**config.mk**
```make
export PLATFORM = sky130hd
export DESIGN_NAME = ui_rom_fetch_arbiter_flat
export DESIGN_NICKNAME = d
export VERILOG_FILES = /design/src/rtl/ui_rom_pkg.sv /design/src/rtl/ui_rom_fetch_arbiter_if.sv /design/src/rtl/rom_tag_pipe.sv /design/src/rtl/ui_rom_fetch_arbiter.sv /design/src/flat_wrapper.sv
export SDC_FILE = /design/constraint.sdc
export NUM_CORES = 1
export LEC_CHECK = 0
export BUFFER_PORTS_ARGS = -buffer_cell sky130_fd_sc_hd__buf_2
export CAP_MARGIN = 30
export CELL_PAD_IN_SITES_DETAIL_PLACEMENT = 1
export CELL_PAD_IN_SITES_GLOBAL_PLACEMENT = 2
export CORE_ASPECT_RATIO = 0.5
export CORE_MARGIN = 4
export CORE_UTILIZATION = 33
export CTS_CLUSTER_DIAMETER = 50
export CTS_CLUSTER_SIZE = 20
export DETAILED_ROUTE_END_ITERATION = 10
export PLACE_DENSITY = 0.89
export REMOVE_ABC_BUFFERS = 1
export SYNTH_ARGS = -nofsm -noshare
export SYNTH_HDL_FRONTEND = slang
export SYNTH_SLANG_ARGS = --single-unit
```
**constraint.sdc**
```tcl
create_clock -name clk -period 10.4 [get_ports clk]
set_input_delay 2.08 -clock clk [delete_from_list [all_inputs] [get_ports clk]]
set_output_delay 2.08 -clock clk [all_outputs]
set_load 0.05 [all_outputs]
```
**src/rtl/ui_rom_pkg.sv**
```systemverilog
// Shared types for the UI/character ROM fetch arbiter: owner encoding,
// FSM states and the response tag carried alongside each ROM read.
package ui_rom_pkg;

  typedef enum logic {
    OWNER_UI  = 1'b0,
    OWNER_CHR = 1'b1
  } owner_e;

  typedef enum logic [1:0] {
    ST_IDLE  = 2'd0,
    ST_ISSUE = 2'd1,
    ST_DRAIN = 2'd2
  } state_e;

  typedef struct packed {
    logic   valid;
    owner_e owner;
    logic   last;
  } tag_t;

endpackage

```
**src/rtl/ui_rom_fetch_arbiter_if.sv**
```systemverilog
// Request/response and ROM-port bundle of the fetch arbiter.
// slave = arbiter side, master = requesters plus ROM side.
interface ui_rom_fetch_arbiter_if #(
  parameter int ADDR_WIDTH = 10,
  parameter int DATA_WIDTH = 64,
  parameter int LEN_WIDTH  = 6
);
  logic                  ui_req_valid;
  logic                  ui_req_ready;
  logic [ADDR_WIDTH-1:0] ui_req_addr;
  logic                  ui_rsp_valid;
  logic [DATA_WIDTH-1:0] ui_rsp_data;
  logic                  chr_req_valid;
  logic                  chr_req_ready;
  logic [ADDR_WIDTH-1:0] chr_req_addr;
  logic [LEN_WIDTH-1:0]  chr_req_len;
  logic                  chr_rsp_valid;
  logic [DATA_WIDTH-1:0] chr_rsp_data;
  logic                  chr_rsp_last;
  logic                  rom_en;
  logic [ADDR_WIDTH-1:0] rom_addr;
  logic [DATA_WIDTH-1:0] rom_data;

  modport slave (
    input  ui_req_valid, ui_req_addr, chr_req_valid, chr_req_addr, chr_req_len, rom_data,
    output ui_req_ready, ui_rsp_valid, ui_rsp_data,
           chr_req_ready, chr_rsp_valid, chr_rsp_data, chr_rsp_last,
           rom_en, rom_addr
  );

  modport master (
    output ui_req_valid, ui_req_addr, chr_req_valid, chr_req_addr, chr_req_len, rom_data,
    input  ui_req_ready, ui_rsp_valid, ui_rsp_data,
           chr_req_ready, chr_rsp_valid, chr_rsp_data, chr_rsp_last,
           rom_en, rom_addr
  );
endinterface

```
**src/rtl/rom_tag_pipe.sv**
```systemverilog
// Tag shift register matching the ROM read latency; the tag leaves the pipe
// in the same cycle its ROM word is presented.
module rom_tag_pipe
  import ui_rom_pkg::*;
#(
  parameter int LATENCY = 2
) (
  input  logic clk,
  input  logic reset,
  input  logic clr,
  input  tag_t tag_in,
  output tag_t tag_out,
  output logic drain_done
);

  tag_t stage_q [LATENCY];
  tag_t stage_d [LATENCY];

  always_comb begin
    stage_d[0] = clr ? '0 : tag_in;
    for (int i = 1; i < LATENCY; i++) begin
      stage_d[i] = clr ? '0 : stage_q[i-1];
    end
  end

  // Pipe is done once nothing but the exiting stage still holds a valid tag.
  always_comb begin
    drain_done = 1'b1;
    for (int i = 0; i < LATENCY - 1; i++) begin
      if (stage_q[i].valid) drain_done = 1'b0;
    end
  end

  always_ff @(posedge clk or posedge reset) begin
    if (reset) begin
      for (int i = 0; i < LATENCY; i++) stage_q[i] <= '0;
    end else begin
      for (int i = 0; i < LATENCY; i++) stage_q[i] <= stage_d[i];
    end
  end

  assign tag_out = stage_q[LATENCY-1];

endmodule

```
**src/rtl/ui_rom_fetch_arbiter.sv**
```systemverilog
// Round-robin arbiter sharing one synchronous ROM read port between the UI
// timeline reader (single words) and the character reader (bursts).
module ui_rom_fetch_arbiter
  import ui_rom_pkg::*;
#(
  parameter int ADDR_WIDTH  = 10,
  parameter int DATA_WIDTH  = 64,
  parameter int LEN_WIDTH   = 6,
  parameter int ROM_LATENCY = 2
) (
  input  logic                   clk,
  input  logic                   reset,
  input  logic                   flush,
  ui_rom_fetch_arbiter_if.slave  bus,
  output logic                   busy
);

  state_e                state_q, state_d;
  owner_e                last_grant_q, last_grant_d;
  owner_e                owner_q, owner_d;
  logic [ADDR_WIDTH-1:0] base_q, base_d;
  logic [LEN_WIDTH-1:0]  len_q, len_d;
  logic [LEN_WIDTH-1:0]  beat_q, beat_d;
  logic [DATA_WIDTH-1:0] ui_data_q, ui_data_d;
  logic [DATA_WIDTH-1:0] chr_data_q, chr_data_d;

  tag_t tag_in, tag_out;
  logic drain_done;
  logic can_accept, grant_ui, grant_chr, accept_ui, accept_chr, accept_issue;
  logic last_beat, ui_strobe, chr_strobe;

  // Reset gates ready so nothing looks accepted while the block is held.
  always_comb begin
    can_accept   = (state_q == ST_IDLE) && !flush && !reset;
    grant_chr    = bus.chr_req_valid && (!bus.ui_req_valid || (last_grant_q == OWNER_UI));
    grant_ui     = bus.ui_req_valid && !grant_chr;
    accept_ui    = can_accept && grant_ui;
    accept_chr   = can_accept && grant_chr;
    accept_issue = accept_ui || (accept_chr && (bus.chr_req_len != '0));
    last_beat    = (beat_q == (len_q - LEN_WIDTH'(1)));
    ui_strobe    = tag_out.valid && (tag_out.owner == OWNER_UI) && !flush;
    chr_strobe   = tag_out.valid && (tag_out.owner == OWNER_CHR) && !flush;
  end

  always_ff @(posedge clk or posedge reset) begin
    if (reset) state_q <= ST_IDLE;
    else       state_q <= state_d;
  end

  always_comb begin
    state_d = state_q;
    case (state_q)
      ST_IDLE:  if (accept_issue) state_d = ST_ISSUE;
      ST_ISSUE: if (last_beat)    state_d = ST_DRAIN;
      ST_DRAIN: if (drain_done)   state_d = ST_IDLE;
      default:  state_d = ST_IDLE;
    endcase
    if (flush) state_d = ST_IDLE;
  end

  always_comb begin
    bus.ui_req_ready  = accept_ui;
    bus.chr_req_ready = accept_chr;
    bus.rom_en        = (state_q == ST_ISSUE);
    bus.rom_addr      = (state_q == ST_ISSUE) ? base_q + ADDR_WIDTH'(beat_q) : '0;
    busy              = (state_q != ST_IDLE);
    bus.ui_rsp_valid  = ui_strobe;
    bus.ui_rsp_data   = ui_strobe ? bus.rom_data : ui_data_q;
    bus.chr_rsp_valid = chr_strobe;
    bus.chr_rsp_data  = chr_strobe ? bus.rom_data : chr_data_q;
    bus.chr_rsp_last  = chr_strobe && tag_out.last;
  end

  always_comb begin
    base_d       = base_q;
    len_d        = len_q;
    beat_d       = beat_q;
    owner_d      = owner_q;
    last_grant_d = last_grant_q;
    ui_data_d    = ui_data_q;
    chr_data_d   = chr_data_q;
    if (accept_ui) begin
      base_d       = bus.ui_req_addr;
      len_d        = LEN_WIDTH'(1);
      beat_d       = '0;
      owner_d      = OWNER_UI;
      last_grant_d = OWNER_UI;
    end else if (accept_chr) begin
      base_d       = bus.chr_req_addr;
      len_d        = bus.chr_req_len;
      beat_d       = '0;
      owner_d      = OWNER_CHR;
      last_grant_d = OWNER_CHR;
    end else if (state_q == ST_ISSUE) begin
      beat_d = beat_q + LEN_WIDTH'(1);
    end
    if (ui_strobe)  ui_data_d  = bus.rom_data;
    if (chr_strobe) chr_data_d = bus.rom_data;
    tag_in.valid = (state_q == ST_ISSUE);
    tag_in.owner = owner_q;
    tag_in.last  = last_beat;
  end

  always_ff @(posedge clk or posedge reset) begin
    if (reset) begin
      last_grant_q <= OWNER_CHR;
      owner_q      <= OWNER_UI;
      base_q       <= '0;
      len_q        <= '0;
      beat_q       <= '0;
      ui_data_q    <= '0;
      chr_data_q   <= '0;
    end else begin
      last_grant_q <= last_grant_d;
      owner_q      <= owner_d;
      base_q       <= base_d;
      len_q        <= len_d;
      beat_q       <= beat_d;
      ui_data_q    <= ui_data_d;
      chr_data_q   <= chr_data_d;
    end
  end

  rom_tag_pipe #(.LATENCY(ROM_LATENCY)) u_tag_pipe (
    .clk        (clk),
    .reset      (reset),
    .clr        (flush),
    .tag_in     (tag_in),
    .tag_out    (tag_out),
    .drain_done (drain_done)
  );

endmodule

```
**src/flat_wrapper.sv**
```systemverilog
// flat-port wrapper written by rule: the top's interface ports become plain ports
module ui_rom_fetch_arbiter_flat import ui_rom_pkg::*;
#(
  parameter int ADDR_WIDTH  = 10,
  parameter int DATA_WIDTH  = 64,
  parameter int LEN_WIDTH   = 6,
  parameter int ROM_LATENCY = 2
)
  (clk, reset, flush, busy, bus_ui_req_valid, bus_ui_req_addr, bus_chr_req_valid, bus_chr_req_addr, bus_chr_req_len, bus_rom_data, bus_ui_req_ready, bus_ui_rsp_valid, bus_ui_rsp_data, bus_chr_req_ready, bus_chr_rsp_valid, bus_chr_rsp_data, bus_chr_rsp_last, bus_rom_en, bus_rom_addr);
  ui_rom_fetch_arbiter_if #(.ADDR_WIDTH(ADDR_WIDTH), .DATA_WIDTH(DATA_WIDTH), .LEN_WIDTH(LEN_WIDTH)) bus_i ();
  input  logic clk;
  input  logic reset;
  input  logic flush;
  output logic busy;
  input wire logic [$bits(bus_i.ui_req_valid)-1:0] bus_ui_req_valid;
  input wire logic [$bits(bus_i.ui_req_addr)-1:0] bus_ui_req_addr;
  input wire logic [$bits(bus_i.chr_req_valid)-1:0] bus_chr_req_valid;
  input wire logic [$bits(bus_i.chr_req_addr)-1:0] bus_chr_req_addr;
  input wire logic [$bits(bus_i.chr_req_len)-1:0] bus_chr_req_len;
  input wire logic [$bits(bus_i.rom_data)-1:0] bus_rom_data;
  output wire logic [$bits(bus_i.ui_req_ready)-1:0] bus_ui_req_ready;
  output wire logic [$bits(bus_i.ui_rsp_valid)-1:0] bus_ui_rsp_valid;
  output wire logic [$bits(bus_i.ui_rsp_data)-1:0] bus_ui_rsp_data;
  output wire logic [$bits(bus_i.chr_req_ready)-1:0] bus_chr_req_ready;
  output wire logic [$bits(bus_i.chr_rsp_valid)-1:0] bus_chr_rsp_valid;
  output wire logic [$bits(bus_i.chr_rsp_data)-1:0] bus_chr_rsp_data;
  output wire logic [$bits(bus_i.chr_rsp_last)-1:0] bus_chr_rsp_last;
  output wire logic [$bits(bus_i.rom_en)-1:0] bus_rom_en;
  output wire logic [$bits(bus_i.rom_addr)-1:0] bus_rom_addr;
  assign bus_i.ui_req_valid = bus_ui_req_valid;
  assign bus_i.ui_req_addr = bus_ui_req_addr;
  assign bus_i.chr_req_valid = bus_chr_req_valid;
  assign bus_i.chr_req_addr = bus_chr_req_addr;
  assign bus_i.chr_req_len = bus_chr_req_len;
  assign bus_i.rom_data = bus_rom_data;
  assign bus_ui_req_ready = bus_i.ui_req_ready;
  assign bus_ui_rsp_valid = bus_i.ui_rsp_valid;
  assign bus_ui_rsp_data = bus_i.ui_rsp_data;
  assign bus_chr_req_ready = bus_i.chr_req_ready;
  assign bus_chr_rsp_valid = bus_i.chr_rsp_valid;
  assign bus_chr_rsp_data = bus_i.chr_rsp_data;
  assign bus_chr_rsp_last = bus_i.chr_rsp_last;
  assign bus_rom_en = bus_i.rom_en;
  assign bus_rom_addr = bus_i.rom_addr;
  ui_rom_fetch_arbiter #(.ADDR_WIDTH(ADDR_WIDTH), .DATA_WIDTH(DATA_WIDTH), .LEN_WIDTH(LEN_WIDTH), .ROM_LATENCY(ROM_LATENCY)) u_core (.clk(clk), .reset(reset), .flush(flush), .bus(bus_i), .busy(busy));
endmodule
```
==> impl_summary.md, run 1 <==
GRT
The number of antenna violations at the first check in global routing came to 0. The first global-routing pass estimated approximately 31 mm of wire. The via count of the first global-routing pass is 5871. The pin count of the biggest net entering global routing is 77. For this run, the total global-route usage over all layers was measured as 17.6%.

For this run the aggregate overflow at the end of global routing stands at 0.

Floorplanning
The floorplan step set the die width to between 200 and 250 um. 240 I/O pins were placed. The core region is 19600 um2. The effective utilization at floorplan is 33.9%. The die is ~110 um tall.

Row generation in the floorplan step produced 36 rows. The floorplan step defined a die boundary enclosing between 20000 and 25000 um2.

Clock network
The clock tree buffer depth is 2. The TritonCTS clock tree is yes. The clock-pin slew of the registers on the worst-case setup and hold paths is 0.06 ns.

The number of setup buffers added after CTS is 0. Buffers inserted to repair hold after CTS numbered 0. The tree built by TritonCTS fans out to 160 sinks.

After clock tree synthesis, the repair step resized 0 gates. The total clock buffers created by CTS is 17. The clock network latency to the later pin of the worst-skew pair is 0.43 ns. The maximum level of the CTS H-tree is 4. The master cell of the clock root buffer is sky130_fd_sc_hd__clkbuf_16.

Timing
Hold timing on the final database bottoms out at a slack of roughly 0.47 ns. Setup repair after global routing left no endpoint under its margin. The number of max-slew violations in the final report is 0. Counting I/O delays and the setup requirement, the final critical path takes about 6.3 ns. The part of the cycle the worst path needs is 60.2%. Clock skew on the completed layout was measured at roughly 0.0077 ns. The worst pin sits at a relative slew slack of 40.0%. The upper clock frequency limit is about 160 MHz. The least setup slack across all paths after layout is around 4.1 ns. The final count of negative-setup-slack endpoints is 0.

The number of hold violations in the final report is 0. The transition time at the pin with the least slew margin is between 0.8 and 0.9 ns.

Final layout
The number of diodes is 0. The final standard cell count with taps included and fillers excluded is between 1000 and 1500. For this run, the post-layout net count is between 900 and 1000. The share of cells above drive strength 1 is 39.1%. Relative to the synthesized area, the layout overhead comes to 30.3%.

Logic synthesis
The share of flip-flops with an asynchronous set or reset is 100%. Among all flip-flop cells after synthesis, the most frequent one is sky130_fd_sc_hd__dfrtp_1. After synthesis, the netlist uses between 50 and 60 different library cells. The number of synthesized flops with an enable pin is 0. Each instance of the synthesized netlist takes up on average around 11 um2.

Yosys printed 0 warnings. The part of the Yosys area used for sequential elements is 60.1%. After synthesis the netlist holds a flip-flop and latch count of between 150 and 200. Synthesis handed over a netlist of approximately 610 instances.

The post-synthesis cell area is 6670 um2.

Drt
The routed design has about 20 mm of wire. After detailed routing, the number of remaining DRC violations is 0. The remaining antenna violation count is 0. The overall via count from detail_route is approximately 5300. Dividing the detail-routed via count by the number of cells gives 4.74. The detailed-routing iteration count for the pre-antenna-repair pass is 5. Dividing the detail-routed wire length by the instance count gives 17.8 um. The first-iteration detailed-routing DRC count is between 300 and 400.

Placed design
The final HPWL from detailed placement is around 15 mm. The number of port buffers is 239. The instance count after placement with tap cells included is 1090. The pre-CTS setup slack is 4.15 ns. At the end of routability-driven placement, the weighted congestion stood at approximately 0.77.

Power
VDD sags by at most between 100 and 150 uV. The standby leakage power is approximately 4.7 nW. The power density over cell area is 335 nW/um2.

Worst setup path
Data arrives at the worst endpoint at about 4.2 ns. Along the worst path, the maximum fanout reaches 65. The worst setup path is launched from a primary input.

The kind of capture point of the worst setup path is an output port. The classification of the worst setup path is primary input to output port. The worst endpoint required time is between 8 and 9 ns.

Run status
The run finished with clean final reports.

Run
The max capacitance violation total is 0.

Min path
The type of the worst min-delay path is flip-flop to flip-flop.
area by class of cell:
class                   instances  area [um2]
flip-flops and latches        160        4010
clock inverters                10        65.1
inverters                      23        91.3
repair buffers                246        1280
multi-input cells             395        2460
clock buffers                  21         450
fillers                      2281       11000
well taps                     266         333
cells in the mapped netlist (4+ instances only):
| master | count | area, um2 |
|---|---|---|
| sky130_fd_sc_hd__inv_1 | 21 | 78.8 |
| sky130_fd_sc_hd__o21ai_1 | 4 | 20.0 |
| sky130_fd_sc_hd__ha_1 | 8 | 100 |
| sky130_fd_sc_hd__mux2_2 | 46 | 518 |
| sky130_fd_sc_hd__clkbuf_1 | 11 | 41.3 |
| sky130_fd_sc_hd__buf_2 | 10 | 50.1 |
| sky130_fd_sc_hd__xor2_1 | 7 | 61.3 |
| sky130_fd_sc_hd__xnor2_1 | 5 | 43.8 |
| sky130_fd_sc_hd__o21ai_0 | 5 | 25.0 |
| sky130_fd_sc_hd__mux2_1 | 18 | 203 |
| sky130_fd_sc_hd__nor3_1 | 6 | 30.0 |
| sky130_fd_sc_hd__a222oi_1 | 10 | 100 |
| sky130_fd_sc_hd__a21oi_1 | 6 | 30.0 |
| sky130_fd_sc_hd__nand2_1 | 209 | 785 |
| sky130_fd_sc_hd__dfrtp_1 | 159 | 3980 |
| sky130_fd_sc_hd__buf_1 | 4 | 15.0 |
| sky130_fd_sc_hd__nor2b_1 | 6 | 37.5 |
| sky130_fd_sc_hd__nor2_1 | 15 | 56.3 |
sequential cells by signal (all words and copies together) (netlist names):
register and count:
u_core.beat_q 6, u_core.state_q 2, u_core.base_q 10, u_core.owner_q 1
u_core.ui_data_q 64, u_core.u_tag_pipe.stage_q 3, u_core.last_grant_q 1, u_core.chr_data_q 64
u_core.u_tag_pipe.tag_out 3, u_core.len_q 6
worst max-delay path: stages:
cell and delay, ns:
sky130_fd_sc_hd__buf_2 0.21, sky130_fd_sc_hd__nand3b_1 0.14, sky130_fd_sc_hd__buf_4 0.57, sky130_fd_sc_hd__inv_2 0.43, sky130_fd_sc_hd__buf_12 0.30, sky130_fd_sc_hd__nand2_1 0.11
sky130_fd_sc_hd__nand2_1 0.08, sky130_fd_sc_hd__buf_2 0.22
cell families after synthesis:
logic type | count (synthesis) | synth area share (%)
AOI/OAI and AO/OA | 47 | 5.89
xor gates and xnor gates | 12 | 1.58
adders and majority gates | 9 | 1.80
buffers and inverters | 50 | 3.12
DFF | 160 | 60.1
muxes | 65 | 11.0
and+or+nand+nor | 262 | 16.6
placed cells by master (no fill, tap or decap), types with 4 or more instances in the layout:
master and count:
sky130_fd_sc_hd__buf_2 239, sky130_fd_sc_hd__nand2_1 209, sky130_fd_sc_hd__dfrtp_1 159, sky130_fd_sc_hd__mux2_2 46, sky130_fd_sc_hd__inv_1 20, sky130_fd_sc_hd__mux2_1 18
sky130_fd_sc_hd__clkbuf_16 17, sky130_fd_sc_hd__nor2_1 15, sky130_fd_sc_hd__a222oi_1 10, sky130_fd_sc_hd__ha_1 8, sky130_fd_sc_hd__xor2_1 7, sky130_fd_sc_hd__nor2b_1 6
sky130_fd_sc_hd__nor3_1 6, sky130_fd_sc_hd__a21oi_1 6, sky130_fd_sc_hd__o21ai_0 5, sky130_fd_sc_hd__xnor2_1 5, sky130_fd_sc_hd__clkinv_2 5, sky130_fd_sc_hd__buf_4 5
sky130_fd_sc_hd__o21ai_1 4
path summary, 6_finish.rpt:
kind | start | endpoint | slack [ns] | cells past startpoint
hold reg to reg | u_core.u_tag_pipe.stage_q[4] | u_core.u_tag_pipe.tag_out[1] | 0.47 | 1
min in group asynchronous | reset | u_core.chr_data_q[31] | 1.80 | 2
hold / removal | u_core.u_tag_pipe.stage_q[4] | u_core.u_tag_pipe.tag_out[1] | 0.47 | 1
setup reg to reg | u_core.u_tag_pipe.tag_out[1] | u_core.chr_data_q[46] | 8.28 | 6
setup / recovery | flush | bus_chr_rsp_data[46] | 4.14 | 8
max in group asynchronous | reset | u_core.ui_data_q[12] | 7.44 | 4
report_power, final:
| group | total [W] | internal, W | switching, W | leakage (nW) |
|---|---|---|---|---|
| sequential | 0.000931 | 0.000837 | 0.0000939 | 2.08 |
| clock | 0.000565 | 0.000309 | 0.000256 | 0.249 |
| combinational | 0.00142 | 0.000353 | 0.00106 | 2.42 |
| total | 0.00291 | 0.00150 | 0.00141 | 4.75 |
stage by stage:
step | total power (W) | utilization (%) | TNS, ns | area, um2
final | 0.00291 | 44.2 | 0 | 8680
after global routing | 0.00306 | 44.2 | 0 | 8680
after CTS | 0.00295 | 44.2 | 0 | 8680
after detailed placement | 0.00237 | 41.6 | 0 | 8170
after global placement | 0.00233 | 41.3 | 0 | 8110
after floorplan | 0.00202 | - | -40.20 | 6550
layer usage:
metal	GRT usage (%)	share of wire [%]
met1	19.5	40
met2	32.7	54
met3	4.41	3.3
met4	7.17	2.7
met5	0	0
(Power assumes the default switching activity.)
==> inputs of run 2 (changes only) <==
--- a/config.mk
+++ b/config.mk
@@ -11,11 +11,11 @@
 export CELL_PAD_IN_SITES_GLOBAL_PLACEMENT = 2
 export CORE_ASPECT_RATIO = 0.5
 export CORE_MARGIN = 4
-export CORE_UTILIZATION = 33
+export CORE_UTILIZATION = 30
 export CTS_CLUSTER_DIAMETER = 50
 export CTS_CLUSTER_SIZE = 20
 export DETAILED_ROUTE_END_ITERATION = 10
-export PLACE_DENSITY = 0.89
+export PLACE_DENSITY = 0.82
 export REMOVE_ABC_BUFFERS = 1
 export SYNTH_ARGS = -nofsm -noshare
 export SYNTH_HDL_FRONTEND = slang
==> constraint.sdc (replaced) <==
create_clock -name clk -period 6.4 [get_ports clk]
set_input_delay 1.28 -clock clk [delete_from_list [all_inputs] [get_ports clk]]
set_output_delay 1.28 -clock clk [all_outputs]
set_load 0.05 [all_outputs]
==> run 2 against run 1 <==
  * Global-route usage decreased by 0.76 points
  * Hold slack gained 0.0013 ns
  * Cell area is 1.2% higher
  * Non-clock buffer count unchanged
  * Register-to-register slack worse by 3.8 ns
  * Sequential share of layout area is 0.53 points lower
  * Total power rose by 66%
  * Core utilization is 3.8 points lower
  * Largest power group unchanged
  * Sequential power increased by 63%
  * Clock skew rose by 0.0033 ns
==> impl_summary.md, run 2 (synthesis gave the netlist of run 1 again) <==
Drt
The detailed-route wire length per cell was 17.8 um (+0.19%). The detailed-routing iteration count for the pre-antenna-repair pass is 5 (unchanged). The remaining antenna violation count is 0 (unchanged). The wire length reported by the detailed router is 20.6 mm (+3.3%).

The overall via count from detail_route is 5272 (-0.75%). The final routed DRC violation total is 0 (unchanged). The first-iteration detailed-routing DRC count is 291 (-9.3%). The average via count per standard cell was 4.56 (-3.8%).

Power
The worst vdd rail ir drop is 188 uV (+52%). The power density over cell area is 552 nW/um2 (+64%). The total power of the final layout is 0.00485 W (+66%).

The standby leakage power is 4.77 nW (+0.48%).

Clock network
The master cell of the clock root buffer is sky130_fd_sc_hd__clkbuf_16. The clock tree buffer depth is 2 (unchanged). The TritonCTS sink count is 160 (unchanged). The TritonCTS clock tree is yes. The total clock buffers created by CTS is 17 (unchanged). The number of gates resized after cts came to 0 (unchanged). The hold-fix buffer count after cts is 0 (unchanged). The clock network latency to the later pin of the worst-skew pair was 0.44 ns (about the same). The clock-pin slew of the registers on the worst-case setup and hold paths is 0.06 ns (about the same).

The post-CTS repair timing setup buffer count is 0 (unchanged). The maximum level of the CTS H-tree was 4 (unchanged).

Worst setup path
The kind of capture point of the worst setup path is an output port. The critical path's largest stage delay is 0.47 ns (-0.10 ns). The classification of the worst setup path is primary input to output port. The worst endpoint required time is 5.12 ns (-3.20 ns). The slowest stage of the critical path belongs to the cell sky130_fd_sc_hd__buf_4. The critical path goes through buf_2 -> nand3b_1 -> inv_2 -> buf_4 -> nand2_1 -> nand2_1 -> buf_2. The startpoint identified for the worst register-to-register timing path is u_core.len_q[0]. The endpoint of the lowest-slack register-to-register path is u_core.state_q[0]. The slack of the worst reg-to-reg path came to 4.49 ns (-3.79 ns).

The highest net fanout along the worst path is 37 (-43%). The data arrival at the endpoint of the critical path is 3.12 ns (-1.06 ns). The nature of the critical path startpoint is a primary input. The number of cells on the worst reg-to-reg path came to 7 (+1). The most critical setup path has its startpoint at flush.

Timing
The headroom to the max-slew limit is 39.8% (-0.20 points). The final period demand of the worst path is 4.40 ns. The least setup slack across all paths after layout is 2.00 ns (-2.14 ns). The part of the cycle the worst path needs is 68.7%. The upper clock frequency limit is roughly 230 MHz. The number of max-slew violations in the final report is 0 (unchanged). The post-route clock skew is 0.0109 ns (+0.00328 ns). The number of hold violations in the final report is 0 (unchanged).

Setup repair after global routing left no endpoint under its margin. The transition time at the pin with the least slew margin was 0.903 ns (+0.00304 ns). The final count of negative-setup-slack endpoints is 0 (unchanged).

Floorplanning
The chip width is 219 um (+4.7%). The total I/O pin count came to 240 (unchanged). The standard-cell row count is 38 (+5.6%). The effective utilization at floorplan is 30.7% (-3.3 points). The total die area is 24800 um2 (+9.4%). The area of the placeable core is 21700 um2 (+11%).

The overall die height is 113 um (+4.5%).

Final layout
The total of fill cells in the finished design is 2523 (+11%). The area of the multi-input gates was 2460 um2 (unchanged). The final standard cell count with taps included and fillers excluded came to 1156 (+3.1%). The share of cells above drive strength 1 is 39.3% (+0.19 points). In the final layout, the registers with the most flip-flops are u_core.chr_data_q (64), u_core.ui_data_q (64), u_core.base_q (10). The relative area change from synthesis to final layout is 31.8%. The number of diodes was 0 (unchanged).

The post-layout instance area was 8780 um2 (+1.2%). The register cell area after layout is 4010 um2 (unchanged). The final net count came to 947 (unchanged). The top cell types in the final layout, fill and taps aside, are 239 x sky130_fd_sc_hd__buf_2, 209 x sky130_fd_sc_hd__nand2_1, 159 x sky130_fd_sc_hd__dfrtp_1.

The most common library cell in the layout ignoring fill and taps is sky130_fd_sc_hd__buf_2.

Placed design
The final HPWL from detailed placement is 15.0 mm (+2.6%). The pre-CTS setup slack is 1.94 ns (-2.21 ns). The number of port buffers is 239 (unchanged). The post-detailed-placement cell area is 8200 um2 (+0.41%). The placer congestion estimate is 0.789 (+2.9%). The instance count after placement with tap cells included is 1124 (+3.1%).

Min path
The path with the worst hold slack has its endpoint at u_core.chr_data_q[9]. The type of the worst min-delay path is flip-flop to flip-flop. In this run the most critical hold path is launched from u_core.chr_data_q[9]. The cell depth of the worst hold path was 2 (+1).

Run
The max capacitance violation total is 0 (unchanged).

Run status
The flow ran to the end, and the final reports show no timing, DRC or antenna violations.

GRT
The number of antenna violations at the first check in global routing was 0 (unchanged). The global-route wire length before repair was 32.4 mm (+3.6%). The global-route usage over all layers is 16.8% (-0.76 points). The via count of the first global-routing pass is 5877 (+0.10%). The global-route congestion overflow total is 0 (unchanged).

The pin count of the biggest net entering global routing came to 82 (+6.5%).
run 2: per-stage QoR:
stage	hold WS (ns)	utilization [%]	setup TNS, ns
6_report	0.466	40.4	0
5_1_grt	0.485	40.4	0
4_1_cts	0.469	40.4	0
3_5_place_dp	0.453	37.8	0
3_3_place_gp	0.451	37.6	0
2_1_floorplan	0.439	-	-316.66
run 2: worst max-delay path by stage:
| stage | to | slack (ns) |
|---|---|---|
| 2_1_floorplan | bus_ui_rsp_data[0] | -3.08 |
| 4_1_cts | bus_chr_rsp_data[58] | 1.93 |
| 6_report | bus_chr_rsp_data[1] | 2.00 |
| 3_3_place_gp | bus_chr_rsp_data[58] | 2.01 |
| 5_1_grt | bus_chr_rsp_data[58] | 1.79 |
| 3_5_place_dp | bus_chr_rsp_data[58] | 1.94 |
run 2: layer usage:
layer | vias up | global-route usage (%) | share of wire [%]
met5 | - | 0 | 0
met4 | 0 | 6.94 | 2.3
met3 | 31 | 3.27 | 2.8
met2 | 91 | 32.0 | 56
met1 | 2659 | 18.4 | 39
li1 | 2491 | - | -
run 2: worst max-delay path, delay by kind of cell:
| family | cells | cell delay (ns) |
|---|---|---|
| simple gates | 3 | 0.45 |
| buf+inv | 4 | 1.36 |
run 2: area by class of cell:
type | instances | area share [%]
inverters | 23 | 1.04
clock inverters | 12 | 1.54
flip-flops and latches | 160 | 45.6
well taps | 300 | 4.27
multi-input cells | 395 | 28.0
clock buffers | 20 | 5.08
repair buffers | 246 | 14.5
run 2: where the power goes:
group          switching [W]  internal (W)  leakage [nW]  total (W)
logic                0.00173      0.000574          2.42    0.00231
registers           0.000157       0.00136          2.08    0.00152
clock network       0.000435      0.000585         0.273    0.00102
total                0.00233       0.00252          4.77    0.00485
==> inputs of run 3 (changes only) <==
==> constraint.sdc (replaced) <==
create_clock -name clk -period 4.1 [get_ports clk]
set_input_delay 0.82 -clock clk [delete_from_list [all_inputs] [get_ports clk]]
set_output_delay 0.82 -clock clk [all_outputs]
set_load 0.05 [all_outputs]
==> run 3 against run 2 <==
  * Die area unchanged
  * Critical path depth up 2
  * Global-route usage down 0.12 points
  * Sequential power up 55%
  * Hold slack worse by 0.19 ns
==> impl_summary.md, run 3 (synthesis gave the netlist of run 1 again) <==
Placed design
The number of port buffers came to 239 (unchanged). The post-detailed-placement cell area is 8230 um2 (+0.38%). The pre-CTS setup slack is 0.876 ns (-1.06 ns). The final HPWL from detailed placement is 15.0 mm (-0.11%). The placer congestion estimate is 0.764 (-3.1%).

Final layout
The largest registers in the layout are u_core.chr_data_q (64), u_core.ui_data_q (64), u_core.base_q (10). The utilization of the core after routing is 41.1% (+0.66 points). The share of cells above drive strength 1 is 39.5% (+0.28 points).

The relative area change from synthesis to final layout is 33.9%. Leaving out fill and tap cells, the most frequent cell in the layout is sky130_fd_sc_hd__buf_2. The post-layout instance area came to 8930 um2 (+1.6%). In the layout the commonest cells are 239 x sky130_fd_sc_hd__buf_2, 209 x sky130_fd_sc_hd__nand2_1, 159 x sky130_fd_sc_hd__dfrtp_1.

The final net count came to 952 (+0.53%).

Worst setup path
The worst endpoint required time is 3.28 ns (-1.84 ns). The number of cells on the worst reg-to-reg path came to 7 (unchanged). The critical path in this run is classified as flip-flop to output port. In this run the critical register-to-register path is captured at u_core.state_q[0]. The data arrival at the endpoint of the critical path was 2.75 ns (-0.37 ns). The startpoint of the most critical register-to-register path is u_core.len_q[0]. The highest net fanout along the worst path is 5 (-86%). The nature of the critical path startpoint is a flip-flop. The kind of capture point of the worst setup path is an output port. The slack of the worst reg-to-reg path is 2.16 ns (-2.33 ns).

Clock network
The clock-pin slew of the registers on the worst-case setup and hold paths came to 0.07 ns (about the same). The TritonCTS sink count came to 160 (unchanged). In this run the clock root is driven by a sky130_fd_sc_hd__clkbuf_16. The hold-fix buffer count after cts is 0 (unchanged). The post-CTS repair timing setup buffer count is 0 (unchanged). TritonCTS built the clock tree. The clock network latency to the later pin of the worst-skew pair is 0.43 ns (about the same). The total clock buffers created by CTS is 17 (unchanged). The number of gates resized after cts is 0 (unchanged).

The maximum level of the CTS H-tree is 4 (unchanged). The clock tree buffer depth is 2 (unchanged).

GRT
The global-route congestion overflow total was 0 (unchanged). The global-route usage over all layers came to 16.7% (-0.12 points). The via count of the first global-routing pass is 6092 (+3.7%).

The global-route wire length before repair is 32.7 mm (+0.92%). The pin count of the biggest net entering global routing was 99 (+21%). The number of antenna violations at the first check in global routing was 1 (+1).

Drt
The wire length reported by the detailed router is 20.1 mm (-2.1%). The detailed-route wire length per cell was 17.4 um (-2.5%). The final routed DRC violation total was 0 (unchanged). The average via count per standard cell was 4.62 (+1.3%). The detailed-routing iteration count for the pre-antenna-repair pass is 5 (unchanged). The remaining antenna violation count is 0 (unchanged). The first-iteration detailed-routing DRC count came to 309 (+6.2%). The overall via count from detail_route is 5362 (+1.7%).

Min path
The worst hold path belongs to the class primary input to asynchronous set/reset pin.

Floorplanning
The area of the placeable core came to 21700 um2 (unchanged). The chip width is 219 um (unchanged). The total I/O pin count was 240 (unchanged).

The total die area is 24800 um2 (unchanged). The effective utilization at floorplan is 30.7% (unchanged). The overall die height is 113 um (unchanged). The standard-cell row count is 38 (unchanged).

Timing
The worst path needs around 3.6 ns of the cycle, external delays included. The number of max-slew violations in the final report came to 0 (unchanged). The headroom to the max-slew limit was 50.0% (+10 points). The final worst hold slack is 0.278 ns (-0.188 ns). The least setup slack across all paths after layout is 0.526 ns (-1.48 ns). The number of hold violations in the final report was 0 (unchanged).

Setup repair after global routing left no endpoint under its margin. The part of the cycle the worst path needs is 87.2%. The transition time at the pin with the least slew margin came to 0.750 ns (-0.153 ns). The final count of negative-setup-slack endpoints is 0 (unchanged).

The post-route clock skew is 0.00848 ns (-0.00246 ns). The upper clock frequency limit is about 280 MHz.

Power
The worst vdd rail ir drop came to 283 uV (+50%). The power density over cell area is 867 nW/um2 (+57%). The standby leakage power is 4.85 nW (+1.6%).

Run
The max capacitance violation total is 0 (unchanged).

Run status
The run finished with clean final reports.
[run 3: through the flow]
step / setup TNS, ns / power (W) / std cells
after detailed placement: 0 / 0.00602 / 1128
after CTS: 0 / 0.00784 / 1159
after floorplan: -716.24 / 0.00512 / 578
after global routing: 0 / 0.00813 / 1161
after global placement: 0 / 0.00592 / 1127
final: 0 / 0.00774 / 1161
[run 3: report_power, final]
group          leakage, nW  internal (W)  total [W]  switching (W)
combinational         2.45      0.000900    0.00360        0.00270
clock                0.320       0.00115    0.00179       0.000642
sequential            2.08       0.00212    0.00236       0.000234
total                 4.85       0.00417    0.00774        0.00357
[run 3: how the worst max path moves through the flow]
| stage | from | end | slack (ns) | cells past startpoint |
|---|---|---|---|---|
| 3_3_place_gp | flush | bus_chr_rsp_data[42] | 0.94 | 6 |
| 6_report | u_core.beat_q[0] | bus_rom_addr[6] | 0.53 | 9 |
| 4_1_cts | u_core.beat_q[0] | bus_rom_addr[6] | 0.44 | 9 |
| 3_5_place_dp | flush | bus_chr_rsp_data[60] | 0.88 | 6 |
| 2_1_floorplan | flush | bus_ui_rsp_data[0] | -4.46 | 2 |
| 5_1_grt | u_core.beat_q[0] | bus_rom_addr[6] | 0.33 | 9 |
[run 3: worst max-delay path, stage by stage (launching register included)]
cell and delay, ns:
sky130_fd_sc_hd__dfrtp_1 0.44, sky130_fd_sc_hd__ha_1 0.23, sky130_fd_sc_hd__inv_1 0.06, sky130_fd_sc_hd__fa_1 0.39, sky130_fd_sc_hd__nor2b_1 0.16, sky130_fd_sc_hd__o21ai_0 0.12
sky130_fd_sc_hd__a21boi_1 0.37, sky130_fd_sc_hd__nand4b_1 0.14, sky130_fd_sc_hd__o211ai_1 0.12, sky130_fd_sc_hd__buf_2 0.29
[run 3: layout make-up]
class,count,area (um2)
antenna,1,2.50
fill,2483,12800
sequential,160,4010
tap,300,375
timing repair buffer,251,1330
multi-input combinational,395,2460
clock buffer,23,488
inverter,23,91.3
clock inverter,8,175
[run 3: metal layers]
metal	track usage [%]	wire [um]	vias to the layer above	part of all wire, %
met1	18.4	7650	2752	38
met4	6.31	395	0	2.0
li1	-	-	2491	-
met5	0	0	-	0
met3	3.14	719	25	3.6
met2	32.0	11400	94	57
